[src/rtl/axi_mem_arbiter_if.sv]
// axi_mem_arbiter_if: AXI4 five-channel bundle with master and slave views
interface axi_mem_arbiter_if #(
  parameter int ID_W = 4,
  parameter int DATA_W = 64,
  parameter int ADDR_W = 64,
  parameter int USER_W = 1
);
  logic [ID_W-1:0] awid, bid, arid, rid;
  logic [ADDR_W-1:0] awaddr, araddr;
  logic [7:0] awlen, arlen;
  logic [2:0] awsize, arsize, awprot, arprot;
  logic [1:0] awburst, arburst, bresp, rresp;
  logic awlock, arlock;
  logic [3:0] awcache, arcache, awqos, arqos, awregion, arregion;
  logic [5:0] awatop;
  logic [USER_W-1:0] awuser, wuser, buser, aruser, ruser;
  logic [DATA_W-1:0] wdata, rdata;
  logic [DATA_W/8-1:0] wstrb;
  logic awvalid, awready, wlast, wvalid, wready, bvalid, bready;
  logic arvalid, arready, rlast, rvalid, rready;
  modport master (
    output awid, awaddr, awlen, awsize, awburst, awlock, awcache, awprot, awqos, awregion, awatop, awuser, awvalid,
    output wdata, wstrb, wlast, wuser, wvalid, bready,
    output arid, araddr, arlen, arsize, arburst, arlock, arcache, arprot, arqos, arregion, aruser, arvalid, rready,
    input awready, wready, bid, bresp, buser, bvalid, arready, rid, rdata, rresp, rlast, ruser, rvalid
  );
  modport slave (
    input awid, awaddr, awlen, awsize, awburst, awlock, awcache, awprot, awqos, awregion, awatop, awuser, awvalid,
    input wdata, wstrb, wlast, wuser, wvalid, bready,
    input arid, araddr, arlen, arsize, arburst, arlock, arcache, arprot, arqos, arregion, aruser, arvalid, rready,
    output awready, wready, bid, bresp, buser, bvalid, arready, rid, rdata, rresp, rlast, ruser, rvalid
  );
endinterface

[src/rtl/axi_mem_arbiter.sv]
// axi_mem_arbiter: two-to-one AXI4 arbiter, ID widened by one bit to route responses
module axi_mem_arbiter #(
  parameter int AXI_ID_WIDTH = 4,
  parameter int AXI_DATA_WIDTH = 64,
  parameter int AXI_ADDR_WIDTH = 64
) (
  input logic clk_i,
  input logic rst_ni,
  axi_mem_arbiter_if.slave s0,
  axi_mem_arbiter_if.slave s1,
  axi_mem_arbiter_if.master m
);
  typedef enum logic {IDLE, GRANT} arb_t;
  typedef enum logic {W_IDLE, W_DATA} wst_t;
  arb_t ar_state, ar_next, aw_state, aw_next;
  wst_t w_state, w_next;
  logic ar_sel, ar_sel_n, ar_last, ar_last_n;
  logic aw_sel, aw_sel_n, aw_last, aw_last_n;
  logic wsel, wsel_n;
  logic ar_gnt, aw_gnt, w_act;
  logic [AXI_ADDR_WIDTH-1:0] ar_addr, aw_addr;
  logic [AXI_DATA_WIDTH-1:0] w_data;
  logic [AXI_DATA_WIDTH/8-1:0] w_strb;
  assign ar_gnt = ar_state == GRANT;
  assign aw_gnt = aw_state == GRANT;
  assign w_act = w_state == W_DATA;
  // arbitration and write-lock state, cleared asynchronously; last=1 lets port 0 win the first tie
  always_ff @(posedge clk_i or negedge rst_ni)
    if (!rst_ni) begin
      ar_state <= IDLE;
      aw_state <= IDLE;
      w_state <= W_IDLE;
      ar_sel <= 1'b0;
      aw_sel <= 1'b0;
      wsel <= 1'b0;
      ar_last <= 1'b1;
      aw_last <= 1'b1;
    end else begin
      ar_state <= ar_next;
      aw_state <= aw_next;
      w_state <= w_next;
      ar_sel <= ar_sel_n;
      aw_sel <= aw_sel_n;
      wsel <= wsel_n;
      ar_last <= ar_last_n;
      aw_last <= aw_last_n;
    end
  // AR arbiter: one idle cycle to pick a winner (round-robin on ties), hold grant until handshake
  always_comb begin
    ar_next = ar_state;
    ar_sel_n = ar_sel;
    ar_last_n = ar_last;
    if (!ar_gnt && (s0.arvalid || s1.arvalid)) begin
      ar_sel_n = (s0.arvalid && s1.arvalid) ? !ar_last : s1.arvalid;
      ar_last_n = ar_sel_n;
      ar_next = GRANT;
    end else if (ar_gnt && m.arready) ar_next = IDLE;
  end
  // AW arbiter: same as AR, but may only start while no write burst owns the W channel
  always_comb begin
    aw_next = aw_state;
    aw_sel_n = aw_sel;
    aw_last_n = aw_last;
    if (!aw_gnt && !w_act && (s0.awvalid || s1.awvalid)) begin
      aw_sel_n = (s0.awvalid && s1.awvalid) ? !aw_last : s1.awvalid;
      aw_last_n = aw_sel_n;
      aw_next = GRANT;
    end else if (aw_gnt && m.awready) aw_next = IDLE;
  end
  // W lock: the AW handshake hands W to its port until that port's wlast beat completes
  always_comb begin
    w_next = w_state;
    wsel_n = wsel;
    if (aw_gnt && m.awready) begin
      w_next = W_DATA;
      wsel_n = aw_sel;
    end else if (w_act && m.wvalid && m.wready && m.wlast) w_next = W_IDLE;
  end
  assign ar_addr = ar_sel ? s1.araddr : s0.araddr;
  assign m.arvalid = ar_gnt;
  assign m.arid = {ar_sel, ar_sel ? s1.arid : s0.arid};
  assign m.araddr = ar_addr;
  assign m.arlen = ar_sel ? s1.arlen : s0.arlen;
  assign m.arsize = ar_sel ? s1.arsize : s0.arsize;
  assign m.arburst = ar_sel ? s1.arburst : s0.arburst;
  assign m.arlock = ar_sel ? s1.arlock : s0.arlock;
  assign m.arcache = ar_sel ? s1.arcache : s0.arcache;
  assign m.arprot = ar_sel ? s1.arprot : s0.arprot;
  assign m.arqos = ar_sel ? s1.arqos : s0.arqos;
  assign m.arregion = ar_sel ? s1.arregion : s0.arregion;
  assign m.aruser = ar_sel ? s1.aruser : s0.aruser;
  assign s0.arready = ar_gnt && !ar_sel && m.arready;
  assign s1.arready = ar_gnt && ar_sel && m.arready;
  assign aw_addr = aw_sel ? s1.awaddr : s0.awaddr;
  assign m.awvalid = aw_gnt;
  assign m.awid = {aw_sel, aw_sel ? s1.awid : s0.awid};
  assign m.awaddr = aw_addr;
  assign m.awlen = aw_sel ? s1.awlen : s0.awlen;
  assign m.awsize = aw_sel ? s1.awsize : s0.awsize;
  assign m.awburst = aw_sel ? s1.awburst : s0.awburst;
  assign m.awlock = aw_sel ? s1.awlock : s0.awlock;
  assign m.awcache = aw_sel ? s1.awcache : s0.awcache;
  assign m.awprot = aw_sel ? s1.awprot : s0.awprot;
  assign m.awqos = aw_sel ? s1.awqos : s0.awqos;
  assign m.awregion = aw_sel ? s1.awregion : s0.awregion;
  assign m.awatop = aw_sel ? s1.awatop : s0.awatop;
  assign m.awuser = aw_sel ? s1.awuser : s0.awuser;
  assign s0.awready = aw_gnt && !aw_sel && m.awready;
  assign s1.awready = aw_gnt && aw_sel && m.awready;
  assign w_data = wsel ? s1.wdata : s0.wdata;
  assign w_strb = wsel ? s1.wstrb : s0.wstrb;
  assign m.wvalid = w_act && (wsel ? s1.wvalid : s0.wvalid);
  assign m.wdata = w_data;
  assign m.wstrb = w_strb;
  assign m.wlast = wsel ? s1.wlast : s0.wlast;
  assign m.wuser = wsel ? s1.wuser : s0.wuser;
  assign s0.wready = w_act && !wsel && m.wready;
  assign s1.wready = w_act && wsel && m.wready;
  assign s0.rvalid = m.rvalid && !m.rid[AXI_ID_WIDTH];
  assign s1.rvalid = m.rvalid && m.rid[AXI_ID_WIDTH];
  assign s0.rid = m.rid[AXI_ID_WIDTH-1:0];
  assign s1.rid = m.rid[AXI_ID_WIDTH-1:0];
  assign s0.rdata = m.rdata;
  assign s1.rdata = m.rdata;
  assign s0.rresp = m.rresp;
  assign s1.rresp = m.rresp;
  assign s0.rlast = m.rlast;
  assign s1.rlast = m.rlast;
  assign s0.ruser = m.ruser;
  assign s1.ruser = m.ruser;
  assign m.rready = m.rid[AXI_ID_WIDTH] ? s1.rready : s0.rready;
  assign s0.bvalid = m.bvalid && !m.bid[AXI_ID_WIDTH];
  assign s1.bvalid = m.bvalid && m.bid[AXI_ID_WIDTH];
  assign s0.bid = m.bid[AXI_ID_WIDTH-1:0];
  assign s1.bid = m.bid[AXI_ID_WIDTH-1:0];
  assign s0.bresp = m.bresp;
  assign s1.bresp = m.bresp;
  assign s0.buser = m.buser;
  assign s1.buser = m.buser;
  assign m.bready = m.bid[AXI_ID_WIDTH] ? s1.bready : s0.bready;
endmodule

[src/flat_wrapper.sv]
// flat-port wrapper written by rule: the top's interface ports become plain ports
module axi_mem_arbiter_flat 
#(
  parameter int AXI_ID_WIDTH = 4,
  parameter int AXI_DATA_WIDTH = 64,
  parameter int AXI_ADDR_WIDTH = 64
)
  (clk_i, rst_ni, s0_awid, s0_awaddr, s0_awlen, s0_awsize, s0_awburst, s0_awlock, s0_awcache, s0_awprot, s0_awqos, s0_awregion, s0_awatop, s0_awuser, s0_awvalid, s0_wdata, s0_wstrb, s0_wlast, s0_wuser, s0_wvalid, s0_bready, s0_arid, s0_araddr, s0_arlen, s0_arsize, s0_arburst, s0_arlock, s0_arcache, s0_arprot, s0_arqos, s0_arregion, s0_aruser, s0_arvalid, s0_rready, s0_awready, s0_wready, s0_bid, s0_bresp, s0_buser, s0_bvalid, s0_arready, s0_rid, s0_rdata, s0_rresp, s0_rlast, s0_ruser, s0_rvalid, s1_awid, s1_awaddr, s1_awlen, s1_awsize, s1_awburst, s1_awlock, s1_awcache, s1_awprot, s1_awqos, s1_awregion, s1_awatop, s1_awuser, s1_awvalid, s1_wdata, s1_wstrb, s1_wlast, s1_wuser, s1_wvalid, s1_bready, s1_arid, s1_araddr, s1_arlen, s1_arsize, s1_arburst, s1_arlock, s1_arcache, s1_arprot, s1_arqos, s1_arregion, s1_aruser, s1_arvalid, s1_rready, s1_awready, s1_wready, s1_bid, s1_bresp, s1_buser, s1_bvalid, s1_arready, s1_rid, s1_rdata, s1_rresp, s1_rlast, s1_ruser, s1_rvalid, m_awid, m_awaddr, m_awlen, m_awsize, m_awburst, m_awlock, m_awcache, m_awprot, m_awqos, m_awregion, m_awatop, m_awuser, m_awvalid, m_wdata, m_wstrb, m_wlast, m_wuser, m_wvalid, m_bready, m_arid, m_araddr, m_arlen, m_arsize, m_arburst, m_arlock, m_arcache, m_arprot, m_arqos, m_arregion, m_aruser, m_arvalid, m_rready, m_awready, m_wready, m_bid, m_bresp, m_buser, m_bvalid, m_arready, m_rid, m_rdata, m_rresp, m_rlast, m_ruser, m_rvalid);
  axi_mem_arbiter_if #(.ID_W(4)) s0_i ();
  axi_mem_arbiter_if #(.ID_W(4)) s1_i ();
  axi_mem_arbiter_if #(.ID_W(5)) m_i ();
  input logic clk_i;
  input logic rst_ni;
  input wire logic [$bits(s0_i.awid)-1:0] s0_awid;
  input wire logic [$bits(s0_i.awaddr)-1:0] s0_awaddr;
  input wire logic [$bits(s0_i.awlen)-1:0] s0_awlen;
  input wire logic [$bits(s0_i.awsize)-1:0] s0_awsize;
  input wire logic [$bits(s0_i.awburst)-1:0] s0_awburst;
  input wire logic [$bits(s0_i.awlock)-1:0] s0_awlock;
  input wire logic [$bits(s0_i.awcache)-1:0] s0_awcache;
  input wire logic [$bits(s0_i.awprot)-1:0] s0_awprot;
  input wire logic [$bits(s0_i.awqos)-1:0] s0_awqos;
  input wire logic [$bits(s0_i.awregion)-1:0] s0_awregion;
  input wire logic [$bits(s0_i.awatop)-1:0] s0_awatop;
  input wire logic [$bits(s0_i.awuser)-1:0] s0_awuser;
  input wire logic [$bits(s0_i.awvalid)-1:0] s0_awvalid;
  input wire logic [$bits(s0_i.wdata)-1:0] s0_wdata;
  input wire logic [$bits(s0_i.wstrb)-1:0] s0_wstrb;
  input wire logic [$bits(s0_i.wlast)-1:0] s0_wlast;
  input wire logic [$bits(s0_i.wuser)-1:0] s0_wuser;
  input wire logic [$bits(s0_i.wvalid)-1:0] s0_wvalid;
  input wire logic [$bits(s0_i.bready)-1:0] s0_bready;
  input wire logic [$bits(s0_i.arid)-1:0] s0_arid;
  input wire logic [$bits(s0_i.araddr)-1:0] s0_araddr;
  input wire logic [$bits(s0_i.arlen)-1:0] s0_arlen;
  input wire logic [$bits(s0_i.arsize)-1:0] s0_arsize;
  input wire logic [$bits(s0_i.arburst)-1:0] s0_arburst;
  input wire logic [$bits(s0_i.arlock)-1:0] s0_arlock;
  input wire logic [$bits(s0_i.arcache)-1:0] s0_arcache;
  input wire logic [$bits(s0_i.arprot)-1:0] s0_arprot;
  input wire logic [$bits(s0_i.arqos)-1:0] s0_arqos;
  input wire logic [$bits(s0_i.arregion)-1:0] s0_arregion;
  input wire logic [$bits(s0_i.aruser)-1:0] s0_aruser;
  input wire logic [$bits(s0_i.arvalid)-1:0] s0_arvalid;
  input wire logic [$bits(s0_i.rready)-1:0] s0_rready;
  output wire logic [$bits(s0_i.awready)-1:0] s0_awready;
  output wire logic [$bits(s0_i.wready)-1:0] s0_wready;
  output wire logic [$bits(s0_i.bid)-1:0] s0_bid;
  output wire logic [$bits(s0_i.bresp)-1:0] s0_bresp;
  output wire logic [$bits(s0_i.buser)-1:0] s0_buser;
  output wire logic [$bits(s0_i.bvalid)-1:0] s0_bvalid;
  output wire logic [$bits(s0_i.arready)-1:0] s0_arready;
  output wire logic [$bits(s0_i.rid)-1:0] s0_rid;
  output wire logic [$bits(s0_i.rdata)-1:0] s0_rdata;
  output wire logic [$bits(s0_i.rresp)-1:0] s0_rresp;
  output wire logic [$bits(s0_i.rlast)-1:0] s0_rlast;
  output wire logic [$bits(s0_i.ruser)-1:0] s0_ruser;
  output wire logic [$bits(s0_i.rvalid)-1:0] s0_rvalid;
  input wire logic [$bits(s1_i.awid)-1:0] s1_awid;
  input wire logic [$bits(s1_i.awaddr)-1:0] s1_awaddr;
  input wire logic [$bits(s1_i.awlen)-1:0] s1_awlen;
  input wire logic [$bits(s1_i.awsize)-1:0] s1_awsize;
  input wire logic [$bits(s1_i.awburst)-1:0] s1_awburst;
  input wire logic [$bits(s1_i.awlock)-1:0] s1_awlock;
  input wire logic [$bits(s1_i.awcache)-1:0] s1_awcache;
  input wire logic [$bits(s1_i.awprot)-1:0] s1_awprot;
  input wire logic [$bits(s1_i.awqos)-1:0] s1_awqos;
  input wire logic [$bits(s1_i.awregion)-1:0] s1_awregion;
  input wire logic [$bits(s1_i.awatop)-1:0] s1_awatop;
  input wire logic [$bits(s1_i.awuser)-1:0] s1_awuser;
  input wire logic [$bits(s1_i.awvalid)-1:0] s1_awvalid;
  input wire logic [$bits(s1_i.wdata)-1:0] s1_wdata;
  input wire logic [$bits(s1_i.wstrb)-1:0] s1_wstrb;
  input wire logic [$bits(s1_i.wlast)-1:0] s1_wlast;
  input wire logic [$bits(s1_i.wuser)-1:0] s1_wuser;
  input wire logic [$bits(s1_i.wvalid)-1:0] s1_wvalid;
  input wire logic [$bits(s1_i.bready)-1:0] s1_bready;
  input wire logic [$bits(s1_i.arid)-1:0] s1_arid;
  input wire logic [$bits(s1_i.araddr)-1:0] s1_araddr;
  input wire logic [$bits(s1_i.arlen)-1:0] s1_arlen;
  input wire logic [$bits(s1_i.arsize)-1:0] s1_arsize;
  input wire logic [$bits(s1_i.arburst)-1:0] s1_arburst;
  input wire logic [$bits(s1_i.arlock)-1:0] s1_arlock;
  input wire logic [$bits(s1_i.arcache)-1:0] s1_arcache;
  input wire logic [$bits(s1_i.arprot)-1:0] s1_arprot;
  input wire logic [$bits(s1_i.arqos)-1:0] s1_arqos;
  input wire logic [$bits(s1_i.arregion)-1:0] s1_arregion;
  input wire logic [$bits(s1_i.aruser)-1:0] s1_aruser;
  input wire logic [$bits(s1_i.arvalid)-1:0] s1_arvalid;
  input wire logic [$bits(s1_i.rready)-1:0] s1_rready;
  output wire logic [$bits(s1_i.awready)-1:0] s1_awready;
  output wire logic [$bits(s1_i.wready)-1:0] s1_wready;
  output wire logic [$bits(s1_i.bid)-1:0] s1_bid;
  output wire logic [$bits(s1_i.bresp)-1:0] s1_bresp;
  output wire logic [$bits(s1_i.buser)-1:0] s1_buser;
  output wire logic [$bits(s1_i.bvalid)-1:0] s1_bvalid;
  output wire logic [$bits(s1_i.arready)-1:0] s1_arready;
  output wire logic [$bits(s1_i.rid)-1:0] s1_rid;
  output wire logic [$bits(s1_i.rdata)-1:0] s1_rdata;
  output wire logic [$bits(s1_i.rresp)-1:0] s1_rresp;
  output wire logic [$bits(s1_i.rlast)-1:0] s1_rlast;
  output wire logic [$bits(s1_i.ruser)-1:0] s1_ruser;
  output wire logic [$bits(s1_i.rvalid)-1:0] s1_rvalid;
  output wire logic [$bits(m_i.awid)-1:0] m_awid;
  output wire logic [$bits(m_i.awaddr)-1:0] m_awaddr;
  output wire logic [$bits(m_i.awlen)-1:0] m_awlen;
  output wire logic [$bits(m_i.awsize)-1:0] m_awsize;
  output wire logic [$bits(m_i.awburst)-1:0] m_awburst;
  output wire logic [$bits(m_i.awlock)-1:0] m_awlock;
  output wire logic [$bits(m_i.awcache)-1:0] m_awcache;
  output wire logic [$bits(m_i.awprot)-1:0] m_awprot;
  output wire logic [$bits(m_i.awqos)-1:0] m_awqos;
  output wire logic [$bits(m_i.awregion)-1:0] m_awregion;
  output wire logic [$bits(m_i.awatop)-1:0] m_awatop;
  output wire logic [$bits(m_i.awuser)-1:0] m_awuser;
  output wire logic [$bits(m_i.awvalid)-1:0] m_awvalid;
  output wire logic [$bits(m_i.wdata)-1:0] m_wdata;
  output wire logic [$bits(m_i.wstrb)-1:0] m_wstrb;
  output wire logic [$bits(m_i.wlast)-1:0] m_wlast;
  output wire logic [$bits(m_i.wuser)-1:0] m_wuser;
  output wire logic [$bits(m_i.wvalid)-1:0] m_wvalid;
  output wire logic [$bits(m_i.bready)-1:0] m_bready;
  output wire logic [$bits(m_i.arid)-1:0] m_arid;
  output wire logic [$bits(m_i.araddr)-1:0] m_araddr;
  output wire logic [$bits(m_i.arlen)-1:0] m_arlen;
  output wire logic [$bits(m_i.arsize)-1:0] m_arsize;
  output wire logic [$bits(m_i.arburst)-1:0] m_arburst;
  output wire logic [$bits(m_i.arlock)-1:0] m_arlock;
  output wire logic [$bits(m_i.arcache)-1:0] m_arcache;
  output wire logic [$bits(m_i.arprot)-1:0] m_arprot;
  output wire logic [$bits(m_i.arqos)-1:0] m_arqos;
  output wire logic [$bits(m_i.arregion)-1:0] m_arregion;
  output wire logic [$bits(m_i.aruser)-1:0] m_aruser;
  output wire logic [$bits(m_i.arvalid)-1:0] m_arvalid;
  output wire logic [$bits(m_i.rready)-1:0] m_rready;
  input wire logic [$bits(m_i.awready)-1:0] m_awready;
  input wire logic [$bits(m_i.wready)-1:0] m_wready;
  input wire logic [$bits(m_i.bid)-1:0] m_bid;
  input wire logic [$bits(m_i.bresp)-1:0] m_bresp;
  input wire logic [$bits(m_i.buser)-1:0] m_buser;
  input wire logic [$bits(m_i.bvalid)-1:0] m_bvalid;
  input wire logic [$bits(m_i.arready)-1:0] m_arready;
  input wire logic [$bits(m_i.rid)-1:0] m_rid;
  input wire logic [$bits(m_i.rdata)-1:0] m_rdata;
  input wire logic [$bits(m_i.rresp)-1:0] m_rresp;
  input wire logic [$bits(m_i.rlast)-1:0] m_rlast;
  input wire logic [$bits(m_i.ruser)-1:0] m_ruser;
  input wire logic [$bits(m_i.rvalid)-1:0] m_rvalid;
  assign s0_i.awid = s0_awid;
  assign s0_i.awaddr = s0_awaddr;
  assign s0_i.awlen = s0_awlen;
  assign s0_i.awsize = s0_awsize;
  assign s0_i.awburst = s0_awburst;
  assign s0_i.awlock = s0_awlock;
  assign s0_i.awcache = s0_awcache;
  assign s0_i.awprot = s0_awprot;
  assign s0_i.awqos = s0_awqos;
  assign s0_i.awregion = s0_awregion;
  assign s0_i.awatop = s0_awatop;
  assign s0_i.awuser = s0_awuser;
  assign s0_i.awvalid = s0_awvalid;
  assign s0_i.wdata = s0_wdata;
  assign s0_i.wstrb = s0_wstrb;
  assign s0_i.wlast = s0_wlast;
  assign s0_i.wuser = s0_wuser;
  assign s0_i.wvalid = s0_wvalid;
  assign s0_i.bready = s0_bready;
  assign s0_i.arid = s0_arid;
  assign s0_i.araddr = s0_araddr;
  assign s0_i.arlen = s0_arlen;
  assign s0_i.arsize = s0_arsize;
  assign s0_i.arburst = s0_arburst;
  assign s0_i.arlock = s0_arlock;
  assign s0_i.arcache = s0_arcache;
  assign s0_i.arprot = s0_arprot;
  assign s0_i.arqos = s0_arqos;
  assign s0_i.arregion = s0_arregion;
  assign s0_i.aruser = s0_aruser;
  assign s0_i.arvalid = s0_arvalid;
  assign s0_i.rready = s0_rready;
  assign s0_awready = s0_i.awready;
  assign s0_wready = s0_i.wready;
  assign s0_bid = s0_i.bid;
  assign s0_bresp = s0_i.bresp;
  assign s0_buser = s0_i.buser;
  assign s0_bvalid = s0_i.bvalid;
  assign s0_arready = s0_i.arready;
  assign s0_rid = s0_i.rid;
  assign s0_rdata = s0_i.rdata;
  assign s0_rresp = s0_i.rresp;
  assign s0_rlast = s0_i.rlast;
  assign s0_ruser = s0_i.ruser;
  assign s0_rvalid = s0_i.rvalid;
  assign s1_i.awid = s1_awid;
  assign s1_i.awaddr = s1_awaddr;
  assign s1_i.awlen = s1_awlen;
  assign s1_i.awsize = s1_awsize;
  assign s1_i.awburst = s1_awburst;
  assign s1_i.awlock = s1_awlock;
  assign s1_i.awcache = s1_awcache;
  assign s1_i.awprot = s1_awprot;
  assign s1_i.awqos = s1_awqos;
  assign s1_i.awregion = s1_awregion;
  assign s1_i.awatop = s1_awatop;
  assign s1_i.awuser = s1_awuser;
  assign s1_i.awvalid = s1_awvalid;
  assign s1_i.wdata = s1_wdata;
  assign s1_i.wstrb = s1_wstrb;
  assign s1_i.wlast = s1_wlast;
  assign s1_i.wuser = s1_wuser;
  assign s1_i.wvalid = s1_wvalid;
  assign s1_i.bready = s1_bready;
  assign s1_i.arid = s1_arid;
  assign s1_i.araddr = s1_araddr;
  assign s1_i.arlen = s1_arlen;
  assign s1_i.arsize = s1_arsize;
  assign s1_i.arburst = s1_arburst;
  assign s1_i.arlock = s1_arlock;
  assign s1_i.arcache = s1_arcache;
  assign s1_i.arprot = s1_arprot;
  assign s1_i.arqos = s1_arqos;
  assign s1_i.arregion = s1_arregion;
  assign s1_i.aruser = s1_aruser;
  assign s1_i.arvalid = s1_arvalid;
  assign s1_i.rready = s1_rready;
  assign s1_awready = s1_i.awready;
  assign s1_wready = s1_i.wready;
  assign s1_bid = s1_i.bid;
  assign s1_bresp = s1_i.bresp;
  assign s1_buser = s1_i.buser;
  assign s1_bvalid = s1_i.bvalid;
  assign s1_arready = s1_i.arready;
  assign s1_rid = s1_i.rid;
  assign s1_rdata = s1_i.rdata;
  assign s1_rresp = s1_i.rresp;
  assign s1_rlast = s1_i.rlast;
  assign s1_ruser = s1_i.ruser;
  assign s1_rvalid = s1_i.rvalid;
  assign m_awid = m_i.awid;
  assign m_awaddr = m_i.awaddr;
  assign m_awlen = m_i.awlen;
  assign m_awsize = m_i.awsize;
  assign m_awburst = m_i.awburst;
  assign m_awlock = m_i.awlock;
  assign m_awcache = m_i.awcache;
  assign m_awprot = m_i.awprot;
  assign m_awqos = m_i.awqos;
  assign m_awregion = m_i.awregion;
  assign m_awatop = m_i.awatop;
  assign m_awuser = m_i.awuser;
  assign m_awvalid = m_i.awvalid;
  assign m_wdata = m_i.wdata;
  assign m_wstrb = m_i.wstrb;
  assign m_wlast = m_i.wlast;
  assign m_wuser = m_i.wuser;
  assign m_wvalid = m_i.wvalid;
  assign m_bready = m_i.bready;
  assign m_arid = m_i.arid;
  assign m_araddr = m_i.araddr;
  assign m_arlen = m_i.arlen;
  assign m_arsize = m_i.arsize;
  assign m_arburst = m_i.arburst;
  assign m_arlock = m_i.arlock;
  assign m_arcache = m_i.arcache;
  assign m_arprot = m_i.arprot;
  assign m_arqos = m_i.arqos;
  assign m_arregion = m_i.arregion;
  assign m_aruser = m_i.aruser;
  assign m_arvalid = m_i.arvalid;
  assign m_rready = m_i.rready;
  assign m_i.awready = m_awready;
  assign m_i.wready = m_wready;
  assign m_i.bid = m_bid;
  assign m_i.bresp = m_bresp;
  assign m_i.buser = m_buser;
  assign m_i.bvalid = m_bvalid;
  assign m_i.arready = m_arready;
  assign m_i.rid = m_rid;
  assign m_i.rdata = m_rdata;
  assign m_i.rresp = m_rresp;
  assign m_i.rlast = m_rlast;
  assign m_i.ruser = m_ruser;
  assign m_i.rvalid = m_rvalid;
  axi_mem_arbiter #(.AXI_ID_WIDTH(AXI_ID_WIDTH), .AXI_DATA_WIDTH(AXI_DATA_WIDTH), .AXI_ADDR_WIDTH(AXI_ADDR_WIDTH)) u_core (.clk_i(clk_i), .rst_ni(rst_ni), .s0(s0_i), .s1(s1_i), .m(m_i));
endmodule
[config.mk]
export PLATFORM = sky130hd
export DESIGN_NAME = axi_mem_arbiter_flat
export DESIGN_NICKNAME = d
export VERILOG_FILES = /design/src/rtl/axi_mem_arbiter_if.sv /design/src/rtl/axi_mem_arbiter.sv /design/src/flat_wrapper.sv
export SDC_FILE = /design/constraint.sdc
export NUM_CORES = 1
export LEC_CHECK = 0
export ABC_AREA = 1
export ABC_CLOCK_PERIOD_IN_PS = 2400
export CAP_MARGIN = 30
export CORE_AREA = 2 2 427 429
export CTS_CLUSTER_SIZE = 28
export DETAILED_ROUTE_END_ITERATION = 6
export DIE_AREA = 0 0 429 431
export PLACE_DENSITY = 0.3
export SYNTH_ARGS = -nofsm -noshare
export SYNTH_HDL_FRONTEND = slang
export SYNTH_SLANG_ARGS = --single-unit
export TNS_END_PERCENT = 5
[constraint.sdc]
create_clock -name clk_i -period 2.4 [get_ports clk_i]
set_clock_uncertainty 0.1 [all_clocks]
set_input_delay 0.48 -clock clk_i [delete_from_list [all_inputs] [get_ports clk_i]]
set_output_delay 0.48 -clock clk_i [all_outputs]
set_load 0.02 [all_outputs]
Word level (Yosys, flattened, before mapping) --
Index checks and enable logic that the tools add are counted.
Cells by class: reduce and logical (&&, ||, !) cells 42, mux-type cells 38
Operator list (count):
- $mux 64 | 3
- $mux 4 | 8
- $logic_and 1x1->1 | 27
- $mux 8 | 3
- $mux 1 | 17
- $mux 3 | 4
- $logic_not 1->1 | 10
- $mux 6 | 1
- $reduce_bool 2->1 | 3
- $mux 2 | 2
- $logic_or 1x1->1 | 2
Word-level totals: output and inout port bits 451, input bits 650, flip-flop bits (word level) 8, word-level logic and storage cells 88

Depth between registers and ports, before layout --
Gate-level depths: netlist of the first run.
depth after elaboration 7, depth in mapped cells 6, gate-level depth less buffers 5

Worst setup path after synthesis of the first run --
No wires, ideal clock.
kind reg2out, start point register u_core.wsel, end point output s1_wready, cell stages (with the launch flop) 4, arrival 1.134 ns, data required time 1.820 ns, path buffers 1, path slack 0.686 ns, cells stage by stage dfrtp_1 inv_2 buf_4 nor3_1
Between the ends: word-level cells in the longest chain between the ends 2
Ends and longest elaborated chain:
- start: declaration | RTL line axi_mem_arbiter.sv:19 | logic wsel, wsel_n;
- start signal: assignment | RTL line axi_mem_arbiter.sv:44 | wsel <= wsel_n;
- $logic_and 1x1->1 (2 in series) | RTL line axi_mem_arbiter.sv:118 | assign s1.wready = w_act && wsel && m.wready;
- end: declaration | RTL line flat_wrapper.sv:92 | output wire logic [$bits(s1_i.wready)-1:0] s1_wready;
No other way between the ends.

Worst setup path in the final report of the first run --
start point register u_core.ar_sel, end point output m_arburst[0]
Between the ends: word-level cells in the longest chain between the ends 1
Ends and longest elaborated chain:
- start: declaration | RTL line axi_mem_arbiter.sv:17 | logic ar_sel, ar_sel_n, ar_last, ar_last_n;
- start signal: assignment | RTL line axi_mem_arbiter.sv:42 | ar_sel <= ar_sel_n;
- $mux 2 | RTL line axi_mem_arbiter.sv:85 | assign m.arburst = ar_sel ? s1.arburst : s0.arburst;
- end: declaration | RTL line flat_wrapper.sv:127 | output wire logic [$bits(m_i.arburst)-1:0] m_arburst;
No other way between the ends.

==> results of run 1 <==
-- what timing repair did --
item	in CTS	in global routing
gates resized for setup	168	47
hold buffers	0	0
setup endpoints to repair	188	55
cloned	1	1
setup buffers	1	0
-- power by group through the flow --
stage | Combinational (mW) | Sequential, mW | Clock, mW
2_1_floorplan | 5.23 | 0.238 | 0
3_3_place_gp | 13.4 | 0.276 | 0
3_5_place_dp | 13.3 | 0.280 | 0
4_1_cts | 13.0 | 0.296 | 0.419
5_1_grt | 13.4 | 0.311 | 0.397
6_report | 12.6 | 0.300 | 0.364
-- sequential cells by signal, summed over array words and instances (netlist names) --
signal / count
u_core.ar_sel: 1
u_core.ar_last: 1
u_core.wsel: 1
u_core.m.arvalid: 1
u_core.aw_last: 1
u_core.m.awvalid: 1
u_core.w_act: 1
u_core.aw_sel: 1
-- per-layer routing --
layer / wire [um] / global-route usage
met3: 18000 / 0.0855
met5: 941 / 0.0107
met4: 2270 / 0.0187
met2: 53900 / 0.197
met1: 36900 / 0.110
-- worst paths after layout --
path | start | to | cells after the start
max | u_core.ar_sel | m_arburst[0] | 5
min | u_core.aw_last | u_core.aw_last | 2
max reg2reg | u_core.wsel | u_core.w_act | 7
min reg2reg | u_core.aw_last | u_core.aw_last | 2
max in group asynchronous | rst_ni | u_core.aw_last | 2
min in group asynchronous | rst_ni | u_core.aw_sel | 2
-- synthesized netlist by cell type (all sizes together) --
cell type  instances
a21boi             1
a21oi              1
and2               1
buf              206
clkbuf            14
dfrtp              6
dfstp              2
inv               15
mux2               2
nand2            841
nand3              2
nand4              1
nor2              10
nor3               2
o211ai             1
o21ai              3
o21bai             1
-- area by class of cell --
class / count / area, um^2 / share of cell area
antenna: 13 / 32.5 / 0.00197
clock buffer: 4 / 78.8 / 0.00478
inverter: 15 / 67.6 / 0.00410
multi-input combinational: 866 / 3340 / 0.202
sequential: 8 / 214 / 0.0130
tap: 2370 / 2970 / 0.180
timing repair buffer: 928 / 9790 / 0.594
-- worst reg2reg max path, stage by stage (launching register included) --
cell      delay, ns
dfrtp_4        0.42
clkinv_2       0.07
buf_12         0.16
nand2_1        0.15
buf_4          0.12
nand3_1        0.06
o21bai_1       0.17
nand2_1        0.07
-- through the flow --
stage               TNS [ns]  power (mW)  instances  cell area, um^2    util
finish                     0        13.3       4204            16500  0.0915
global route          -0.418        14.1       4194            16500  0.0914
CTS                    -1.82        13.7       4190            16300  0.0905
detailed placement     -1.48        13.6       4184            16300  0.0903
global placement       -1.66        13.6       4184            16300  0.0903
floorplan                  0        5.47       1109             5110       -
-- cell families after synthesis --
kind of cell,count (synthesis),share of synthesized area
multiplexers,2,0.00441
AND/OR/NAND/NOR,857,0.632
flip-flops,8,0.0397
AO/OA/AOI/OAI,7,0.00833
buffers and inverters,235,0.316
==> results.toml, run 1 <==
[status]
status = "finished clean"

[yosys]
yosys_warnings = 0
syn_area_per_cell_um2 = 4.61
synth.area.top_cells = "nand2_1 (62%), buf_4 (26%), dfrtp_1 (2.9%)"
synth_top_cell_by_area = "nand2_1"
synth_nets = 1759
synthesis.area_um2 = 5110
ys_ff_latch = 8
synth.distinct_cells = 20
seq_area_frac_synth = 0.0397
synth_top_area_share = 0.618
synth_cells = 1109

[floorplan]
die_width_um = 429
boundaryPins = 1101
initial_core_util = 0.0284
coreArea_um2 = 180000
row_count = 156
dieArea_um2 = 185000
fp.dieH_um = 431

[critical_path]
critPathTopFamily = "flip-flops"
critPathKind = "flip-flop to output pin"
worstPathBufferInverterCount = 3
reg2reg_slack_ns = 0.95
cpMaxStageDelayCell = "dfrtp_4"
arrival_ns = 1.82
worstPathMaxFanout = 25
path_cells = "buf_16 > buf_12 > nand2_1 > nand2_1 > buf_12"
critPathCaptureType = "output pin"
max_stage_delay_ns = 0.56
worstPathRequired_ns = 1.82
start_kind = "flip-flop"

[sta]
slew_viol_final = 0
worst_slew_pin_slew_ns = 0.360
holdWs_ns = 0.364
layout_setup_ws_ns = 0.00212
fin_crit_sh = 0.999
rsz0062_at_grt = "yes"
finalCriticalPeriod_ns = 2.40
max-slew-margin-rel = 0.758
clock.fmax_mhz = 417
setup_viol_count_final = 0
finalHoldViolCount = 0

[clocking]
clk_pin_slew_ns = 0.06
cts_made_buffers = 3
h-tree-depth = 1
cts_buffer_depth = 2
clk_latency_ns = 0.28
cts_tree = "built"
cts_sinks = 8
cts-root-buf = "clkbuf_16"

[hold_path]
min-delay-path-class = "flip-flop to flip-flop"

[placed_design]
hpwl_mm = 104
dpl_worst_slack_ns = -0.301
port_buffers = 863
gp_congestion = 0.968

[cells_and_area]
layout_common_cells = "nand2_1 (824), clkdlybuf4s50_1 (579), dlygate4sd2_1 (121)"
finalNetCount = 2472
nFillCells = 21200
final_common_cell = "nand2_1"
drive_gt1_frac = 0.131
syn_to_final_growth_pct = 223

[pwr]
p_int_mw = 5.41
leakagePower_nw = 7.27
power_frac_seq = 0.023
p_switching_mw = 7.87
irDropWorstVdd_mv = 0.259
power_frac_comb = 0.950
power_density_nw_per_um2 = 805
swShare = 0.593
power_frac_clock = 0.027

[global_routing]
first_global_vias = 9783
grtUsageTotal = 0.115
antenna_found_initial = 111
grt_max_degree = 47
grt_overflow = 0
grt_pass1_wl_mm = 132

[detailed_routing]
dr_total_vias = 9975
drt_iter0_markers = 552
routedWlPerCell_um = 26.7
drt-total-wl_mm = 112
drc_errors = 0
viasPerCell = 2.37
drt_pass1_iterations = 5
ant_nets = 0

[flow_run]
max_cap_violations = 0
No activity file was read; power rests on OpenSTA's default activity.
==> run 2: changes to the inputs <==
- ABC_CLOCK_PERIOD_IN_PS: 2400 -> 2270
- CORE_AREA: 2 2 427 429 -> 2 2 426 428
- CTS_CLUSTER_SIZE: 28 -> default
- DIE_AREA: 0 0 429 431 -> 0 0 428 430
- SKIP_LAST_GASP: default -> 1
- clock period: 2.4 -> 2.27 ns (I/O delays scaled with it)
==> run 2 against run 1 <==
  * The run now ends with negative setup slack left
  * Sequential power grew 4%
  * Die area is 0.46% lower
  * Sequential share of layout area about the same
  * Register-to-register slack lost 0.08 ns
  * Final area shrank 0.80%
  * Clock power decreased by 3%
  * Non-clock buffer count is 22 lower
  * Total power up 5.4%
  * Worst setup slack worse by 0.23 ns
  * Routed wire length decreased by 0.61%
  * Global-route usage is 0.063 points higher
  * Largest power group unchanged
==> results.toml, run 2 (synthesis results as in run 1) <==
[critical_path]
worstPathMaxFanout = 27
path_depth = 5
startpoint = "u_core.ar_sel"
critPathCaptureType = "output pin"
max_stage_delay_ns = 0.60
worstPathRequired_ns = 1.72
start_kind = "flip-flop"
critPathTopFamily = "buffers and inverters"
reg2reg_from = "u_core.wsel"
cpMaxStageDelayCell = "clkdlybuf4s50_1"
reg2reg_slack_ns = 0.87
path_cells = "inv_4 > buf_12 > nand2_1 > nand2_1 > clkdlybuf4s50_1"
r2r-end = "u_core.w_act"
ff2ff_path_depth = 5
crit_path_end = "m_arqos[1]"
arrival_ns = 1.95
cpMostUsedCell = "nand2_1"
critPathKind = "flip-flop to output pin"
worstPathBufferInverterCount = 3

[cells_and_area]
syn_to_final_growth_pct = 220
final_cells = 4188
design_area_um2 = 16400
layout_common_cells = "nand2_1 (834), clkdlybuf4s50_1 (654), buf_4 (107)"
finalNetCount = 2450
final_common_cell = "nand2_1"
fin_util = 0.0910
drive_gt1_frac = 0.125

[clocking]
cts-root-buf = "clkbuf_16"
cts_made_buffers = 3
postCtsHoldBufs = 0
cts_buffer_depth = 2
cts_tree = "built"
h-tree-depth = 1
cts_sinks = 8
clk_pin_slew_ns = 0.05
clk_latency_ns = 0.25

[global_routing]
grt_overflow = 0
antenna_found_initial = 134
first_global_vias = 9806
grt_pass1_wl_mm = 132
grtUsageTotal = 0.115
grt_max_degree = 46

[placed_design]
place_area_um2 = 16200
port_buffers = 863
gp_congestion = 0.914
dp.cells = 4162
hpwl_mm = 104

[sta]
rsz0062_at_grt = "yes"
fin_crit_sh = 1.10
finalHoldViolCount = 0
worst_slew_pin_slew_ns = 0.333
layout_setup_ws_ns = -0.231
tns_ns = -12.98
slew_viol_final = 0
setup_viol_count_final = 121
clock.fmax_mhz = 400
max-slew-margin-rel = 0.776
finalCriticalPeriod_ns = 2.50

[detailed_routing]
drt-total-wl_mm = 111
drc_errors = 0
drt_iter0_markers = 626
viasPerCell = 2.41
ant_nets = 0
routedWlPerCell_um = 26.6
drt_pass1_iterations = 5
dr_total_vias = 10100

[pwr]
power_density_nw_per_um2 = 855
irDropWorstVdd_mv = 0.220
leakagePower_nw = 6.98
power_mw = 14.0

[hold_path]
min-delay-path-class = "flip-flop to flip-flop"

[floorplan]
die_width_um = 428
boundaryPins = 1101
coreArea_um2 = 180000
fp.dieH_um = 430
dieArea_um2 = 184000
row_count = 156
initial_core_util = 0.0284

[status]
violations = "negative setup slack"
status = "finished, violations left"

[flow_run]
max_cap_violations = 0
-- run 2: changes by cell type in the layout (fill, tap and decap cells not counted), moves of 5 or more --
cell             previous run  this run
dlygate4sd2_1             121        43
clkdlybuf4s50_1           579       654
buf_6                      16         0
clkdlybuf4s15_1            10         0
nand2_1                   824       834
nand2_2                    17         7
buf_12                     79        86
diode_2                    13        19
dlymetal6s2s_1             11         5
buf_4                     102       107
-- run 2: worst min-delay path by stage --
stage	from	to	slack, ns	depth (start not counted)
5_1_grt	u_core.aw_last	u_core.aw_last	0.39	2
6_report	u_core.aw_last	u_core.aw_last	0.36	2
2_1_floorplan	rst_ni	u_core.ar_sel	0.06	0
3_3_place_gp	u_core.aw_last	u_core.aw_last	0.35	2
4_1_cts	u_core.aw_last	u_core.aw_last	0.36	2
3_5_place_dp	u_core.aw_last	u_core.aw_last	0.36	2
-- run 2: cell type report --
class	count	area, um^2
Fill cell	21200	163000
Timing Repair Buffer	906	9660
Multi-Input combinational cell	866	3320
Tap cell	2370	2970
Sequential cell	8	214
Clock buffer	4	78.8
Inverter	15	62.6
Antenna cell	19	47.5
-- run 2: worst register-to-register path: cells and delay by family, from the launching register on --
| kind | cells | cell delay [ns] |
|---|---|---|
| and+or+nand+nor | 3 | 0.30 |
| DFF | 1 | 0.50 |
| AOI/OAI and AO/OA | 1 | 0.17 |
| buffers and inverters | 1 | 0.21 |
-- run 2: per-stage QoR --
| step | hold WS [ns] | worst slack, ns |
|---|---|---|
| 3_5_place_dp | 0.355 | -0.256 |
| 5_1_grt | 0.389 | -0.292 |
| 3_3_place_gp | 0.353 | -0.349 |
| 4_1_cts | 0.363 | -0.265 |
| 2_1_floorplan | 0.0584 | 0.582 |
| 6_report | 0.363 | -0.231 |
-- run 2: what timing repair did --
action / CTS / global route
buffers inserted: 2 / 0
cloned: 1 / 0
setup endpoints to repair: 183 / 186
gates resized for setup: 79 / 8
-- run 2: power by group --
group          total, mW  switching [mW]  internal [mW]
sequential         0.312          0.0912          0.221
combinational       13.3            7.84           5.49
clock              0.352           0.114          0.238
-- run 2: per-layer routing --
metal | share of wire | vias to the layer above | GRT usage | wire length, um
met2 | 0.47 | 808 | 0.197 | 52900
met5 | 0.0072 | - | 0.0112 | 800
met1 | 0.33 | 4330 | 0.113 | 36600
li1 | - | 4521 | - | -
met4 | 0.019 | 122 | 0.0145 | 2110
met3 | 0.17 | 293 | 0.0851 | 19000
